[config.mk]
export PLATFORM = sky130hd
export DESIGN_NAME = multicycle_control
export DESIGN_NICKNAME = d
export VERILOG_FILES = /design/src/rtl/multicycle_control_pkg.sv /design/src/rtl/multicycle_control.sv
export SDC_FILE = /design/constraint.sdc
export NUM_CORES = 1
export LEC_CHECK = 0
export CAP_MARGIN = 10
export CORE_ASPECT_RATIO = 0.75
export CORE_UTILIZATION = 47
export DETAILED_ROUTE_END_ITERATION = 8
export PLACE_DENSITY = 0.84
export SYNTH_ARGS = -nofsm -noshare
export SYNTH_HDL_FRONTEND = slang
export SYNTH_SLANG_ARGS = --single-unit
[constraint.sdc]
create_clock -name clk -period 4.5 [get_ports clk]
set_input_delay 0.675 -clock clk [delete_from_list [all_inputs] [get_ports clk]]
set_output_delay 0.675 -clock clk [all_outputs]
set_load 0.03 [all_outputs]
[src/rtl/multicycle_control_pkg.sv]
// Shared encodings for the multicycle controller and ALUControl:
// opcodes, FSM state codes, ALU operation classes and the control bundle.
package multicycle_control_pkg;

  localparam logic [5:0] OP_R    = 6'b000000;
  localparam logic [5:0] OP_LW   = 6'b100011;
  localparam logic [5:0] OP_SW   = 6'b101011;
  localparam logic [5:0] OP_BEQ  = 6'b000100;
  localparam logic [5:0] OP_ADDI = 6'b001000;
  localparam logic [5:0] OP_SLTI = 6'b001010;
  localparam logic [5:0] OP_ANDI = 6'b001100;
  localparam logic [5:0] OP_ORI  = 6'b001101;
  localparam logic [5:0] OP_J    = 6'b000010;

  localparam logic [3:0] S_FETCH  = 4'd0;
  localparam logic [3:0] S_DECODE = 4'd1;
  localparam logic [3:0] S_MEMADR = 4'd2;
  localparam logic [3:0] S_MEMRD  = 4'd3;
  localparam logic [3:0] S_MEMWB  = 4'd4;
  localparam logic [3:0] S_MEMWR  = 4'd5;
  localparam logic [3:0] S_EXEC   = 4'd6;
  localparam logic [3:0] S_RWB    = 4'd7;
  localparam logic [3:0] S_BRANCH = 4'd8;
  localparam logic [3:0] S_IEXEC  = 4'd9;
  localparam logic [3:0] S_IWB    = 4'd10;
  localparam logic [3:0] S_JUMP   = 4'd11;

  localparam logic [2:0] ALU_ADD = 3'b000;
  localparam logic [2:0] ALU_SLT = 3'b001;
  localparam logic [2:0] ALU_AND = 3'b010;
  localparam logic [2:0] ALU_OR  = 3'b011;
  localparam logic [2:0] ALU_R   = 3'b100;
  localparam logic [2:0] ALU_SUB = 3'b101;

  typedef struct packed {
    logic [2:0] aluop;
    logic       pc_write;
    logic       pc_write_cond;
    logic       iord;
    logic       mem_read;
    logic       mem_write;
    logic       ir_write;
    logic       mem_to_reg;
    logic       reg_dst;
    logic       reg_write;
    logic       alu_src_a;
    logic [1:0] alu_src_b;
    logic [1:0] pc_source;
    logic       instr_done;
  } ctrl_t;

  function automatic logic op_supported(input logic [5:0] op);
    case (op)
      OP_R, OP_LW, OP_SW, OP_BEQ, OP_ADDI,
      OP_SLTI, OP_ANDI, OP_ORI, OP_J: op_supported = 1'b1;
      default:                        op_supported = 1'b0;
    endcase
  endfunction

endpackage

[src/rtl/multicycle_control.sv]
// Moore FSM sequencing a multicycle MIPS-style datapath; controls depend on
// state and the opcode latched in DECODE, and are forced low while in reset.
module multicycle_control
  import multicycle_control_pkg::*;
#(
  parameter int STATE_W = 4
) (
  input  logic               clk,
  input  logic               rst_n,
  input  logic [5:0]         Opcode_i,
  input  logic               Zero_i,
  output logic [2:0]         ALUOP_o,
  output logic               PCEn_o,
  output logic               IorD_o,
  output logic               MemRead_o,
  output logic               MemWrite_o,
  output logic               IRWrite_o,
  output logic               MemtoReg_o,
  output logic               RegDst_o,
  output logic               RegWrite_o,
  output logic               ALUSrcA_o,
  output logic [1:0]         ALUSrcB_o,
  output logic [1:0]         PCSource_o,
  output logic               InstrDone_o,
  output logic               IllegalOp_o,
  output logic [STATE_W-1:0] State_o
);

  logic [3:0] state_q, state_d;
  logic [5:0] op_q, op_d;
  ctrl_t      ctrl, ctrl_g;

  always_ff @(posedge clk or negedge rst_n) begin
    if (!rst_n) begin
      state_q <= S_FETCH;
      op_q    <= 6'b000000;
    end else begin
      state_q <= state_d;
      op_q    <= op_d;
    end
  end

  always_comb begin
    state_d = S_FETCH;
    op_d    = op_q;
    case (state_q)
      S_FETCH:  state_d = S_DECODE;
      S_DECODE: begin
        // Only DECODE looks at the live opcode; later states use op_q.
        op_d = Opcode_i;
        case (Opcode_i)
          OP_LW, OP_SW:                     state_d = S_MEMADR;
          OP_R:                             state_d = S_EXEC;
          OP_BEQ:                           state_d = S_BRANCH;
          OP_ADDI, OP_SLTI, OP_ANDI, OP_ORI: state_d = S_IEXEC;
          OP_J:                             state_d = S_JUMP;
          default:                          state_d = S_FETCH;
        endcase
      end
      S_MEMADR: state_d = (op_q == OP_SW) ? S_MEMWR : S_MEMRD;
      S_MEMRD:  state_d = S_MEMWB;
      S_EXEC:   state_d = S_RWB;
      S_IEXEC:  state_d = S_IWB;
      default:  state_d = S_FETCH;
    endcase
  end

  always_comb begin
    ctrl = '0;
    case (state_q)
      S_FETCH: begin
        ctrl.mem_read  = 1'b1;
        ctrl.ir_write  = 1'b1;
        ctrl.alu_src_b = 2'b01;
        ctrl.pc_write  = 1'b1;
      end
      S_DECODE: ctrl.alu_src_b = 2'b11;
      S_MEMADR: begin
        ctrl.alu_src_a = 1'b1;
        ctrl.alu_src_b = 2'b10;
      end
      S_MEMRD: begin
        ctrl.mem_read = 1'b1;
        ctrl.iord     = 1'b1;
      end
      S_MEMWB: begin
        ctrl.reg_write  = 1'b1;
        ctrl.mem_to_reg = 1'b1;
        ctrl.instr_done = 1'b1;
      end
      S_MEMWR: begin
        ctrl.mem_write  = 1'b1;
        ctrl.iord       = 1'b1;
        ctrl.instr_done = 1'b1;
      end
      S_EXEC: begin
        ctrl.alu_src_a = 1'b1;
        ctrl.aluop     = ALU_R;
      end
      S_RWB: begin
        ctrl.reg_write  = 1'b1;
        ctrl.reg_dst    = 1'b1;
        ctrl.instr_done = 1'b1;
      end
      S_BRANCH: begin
        ctrl.alu_src_a     = 1'b1;
        ctrl.aluop         = ALU_SUB;
        ctrl.pc_write_cond = 1'b1;
        ctrl.pc_source     = 2'b01;
        ctrl.instr_done    = 1'b1;
      end
      S_IEXEC: begin
        ctrl.alu_src_a = 1'b1;
        ctrl.alu_src_b = 2'b10;
        case (op_q)
          OP_SLTI: ctrl.aluop = ALU_SLT;
          OP_ANDI: ctrl.aluop = ALU_AND;
          OP_ORI:  ctrl.aluop = ALU_OR;
          default: ctrl.aluop = ALU_ADD;
        endcase
      end
      S_IWB: begin
        ctrl.reg_write  = 1'b1;
        ctrl.instr_done = 1'b1;
      end
      S_JUMP: begin
        ctrl.pc_write   = 1'b1;
        ctrl.pc_source  = 2'b10;
        ctrl.instr_done = 1'b1;
      end
      default: ctrl = '0;
    endcase
  end

  // State sits at FETCH during reset, so its strobes must be masked here.
  assign ctrl_g = rst_n ? ctrl : '0;

  assign ALUOP_o     = ctrl_g.aluop;
  assign PCEn_o      = ctrl_g.pc_write | (ctrl_g.pc_write_cond & Zero_i);
  assign IorD_o      = ctrl_g.iord;
  assign MemRead_o   = ctrl_g.mem_read;
  assign MemWrite_o  = ctrl_g.mem_write;
  assign IRWrite_o   = ctrl_g.ir_write;
  assign MemtoReg_o  = ctrl_g.mem_to_reg;
  assign RegDst_o    = ctrl_g.reg_dst;
  assign RegWrite_o  = ctrl_g.reg_write;
  assign ALUSrcA_o   = ctrl_g.alu_src_a;
  assign ALUSrcB_o   = ctrl_g.alu_src_b;
  assign PCSource_o  = ctrl_g.pc_source;
  assign InstrDone_o = ctrl_g.instr_done;
  assign IllegalOp_o = rst_n & (state_q == S_DECODE) & ~op_supported(Opcode_i);
  assign State_o     = STATE_W'(state_q);

endmodule
==> metrics.txt <==
# rows 12; post-synth cell types 39; Root Buffer clkbuf_4; residual DRC count 0; Initial Util 0.532; VDD IR max 380 uV; Starting DRT DRC Count 20; pins over their slew limit 0; Routed wire per std cell 14.3 um; pwr/cell area 647 nW/um2; # hold bufs at CTS 0; via count about 870; Synth top area share 0.299; Power Total 0.000756 W; pre-CTS setup slack 1.32 ns; port buffer count 30; worst endpoint required time 3.83 ns; Post-Synth Simple-Gate Area 0.351; Initial DRT Pass Iterations 5; measured slew at the worst slew-check pin 0.664 ns; Setup TNS 0 ns; Critical Path End Type output pin; share of cells above drive strength 1 0.125; largest family of logic cells by synthesized area simple AND/OR/NAND/NOR gates; leakage power 0.430 nW; setup ws final 1.18 ns; Die Width 50.8 um; Synth Register Bits 10; RSZ-0062 raised after global routing false; routability cong. 0.840; global-route wire length before repair 3.38 mm; CP Max Fanout 18; grt ovf 0; die height 38.6 um; initial antenna violation count 0; diode count 0; clk_skew 0.00335 ns; Final min period 3.32 ns; crit path DAT 2.64 ns; number of synthesis warnings 0; Worst-path clk slew 0.07 ns; FILL cells 132; Finish-stage setup viols 0; Synth area leaders dfrtp_1 (30%), mux2_2 (8.1%), nand2_1 (5.4%); syn avg cell area approximately 8.5 um2; status finished clean; cts bufs inserted 3; synthesized area 838 um2; critical setup path kind flop to output pin; area leader, netlist dfrtp_1; core outline area 1580 um2; # resized after CTS 0; part of the cycle the worst path needs 0.737; Max-Cap Viols 0; pin count of the biggest net entering global routing 22; CTS tree yes; Min Hold Slack 0.535 ns; Post-DRT Antenna Nets 0; GRT Total Usage 0.237; Synth Area in Compound Gates 0.172; Clk Latency, worst-skew pair 0.27 ns; die area 1960 um2; post-synthesis mux area share 0.0806; H-tree levels 1; final hold violations 0; Final Util 0.740; HPWL after DPL 1.59 mm; synth-to-layout area growth 39.3%; Post-Synth XOR/XNOR Area 0.0313; Hold WC Path Type flop to flop; routed wire length 2.12 mm; CP startpoint kind flop; Post-Syn Instances 99; Via density between 5 and 6; Net Count, Synth 108; vias in the first global route 741; relative slew slack 0.557; nets@finish about 140; # IOs 31; post-CTS setup buffers 0; share of the yosys chip area belonging to registers 0.299; Clock Tree Buf Depth 2; adder-cell share of the synthesized area 0; upper clock frequency limit around 0.3 GHz; CTS Sinks 10
cell usage in the layout (no fill, tap or decap), types with 2 or more instances in the layout:
cell	count
dfrtp_1	10
or3b_2	2
nor3_1	5
nand2_1	12
inv_1	4
clkbuf_4	3
a21boi_0	2
nand3_1	5
a211oi_1	2
and3_1	2
nand2b_1	4
o211ai_1	2
nor2_1	7
mux2_2	6
xnor2_1	2
clkdlybuf4s50_1	30
a21oi_1	4
nor2b_1	4
layout make-up:
cell class | instances | area, um2 | area share
Inverter | 4 | 15.0 | 0.0129
Clock buffer | 4 | 36.3 | 0.0311
Timing Repair Buffer | 31 | 308 | 0.264
Sequential cell | 10 | 250 | 0.214
Tap cell | 21 | 26.3 | 0.0225
Multi-Input combinational cell | 79 | 532 | 0.456
synthesized netlist by cell type:
cell type and n:
a2111oi_0 1, a211o_1 1, a211oi_1 2, a21boi_0 2, a21oi_1 4, a22oi_1 1
and2b_1 1, and3_1 2, and4_1 1, buf_2 3, buf_6 2, clkbuf_1 1
dfrtp_1 10, inv_1 4, mux2_2 6, nand2_1 12, nand2b_1 4, nand3_1 5
nand3b_1 1, nand4b_1 1, nor2_1 7, nor2b_1 4, nor3_1 5, nor4_1 1
nor4b_4 1, nor4bb_1 1, o2111a_1 1, o211ai_1 2, o21ai_0 1, o221a_2 1
o221ai_1 1, o311ai_1 1, o31a_1 1, or2_2 1, or3_1 1, or3b_2 2
or4_1 1, xnor2_1 2, xor2_1 1
power by group:
part	total [W]	internal, W	switching [W]
clock	0.0000805	0.0000492	0.0000313
combinational	0.000457	0.000216	0.000241
sequential	0.000218	0.000131	0.0000871
total	0.000756	0.000396	0.000360
layer usage:
layer  GRT usage  vias to the layer above  share of wire
met5           0                        -              0
met4      0.0417                        0         0.0047
met3      0.0588                        4          0.035
met2       0.377                       22           0.46
met1       0.329                      419           0.50
li1            -                      423              -
critical path, stage by stage, from the launching register on:
cell	delay, ns
dfrtp_1	0.62
nor4b_4	0.60
o311ai_1	0.23
a211oi_1	0.22
clkdlybuf4s50_1	0.71
sequential cells by signal, indices dropped and copies added (netlist names):
name and cells:
op_q 6, State_o 4
cell families after synthesis:
logic type	after synthesis
DFF	10
AOI/OAI and AO/OA	19
muxes	6
and+or+nand+nor	51
buffers and inverters	10
xor gates and xnor gates	3
per-stage QoR:
stage                     area [um2]  cells
after global placement          1130    145
after floorplan                  838     99
after CTS                       1170    149
final                           1170    149
after global routing            1170    149
after detailed placement        1130    145
path summary, 6_finish.rpt:
check	from	end	cells past startpoint	slack [ns]
hold / removal	op_q[5]	op_q[5]	1	0.54
min in group asynchronous	rst_n	op_q[1]	2	0.76
setup / recovery	State_o[1]	IllegalOp_o	4	1.18
setup reg to reg	State_o[1]	op_q[4]	2	2.76
hold reg to reg	op_q[5]	op_q[5]	1	0.54
max in group asynchronous	rst_n	State_o[2]	2	3.56
Power figures use the tool's default switching activity.
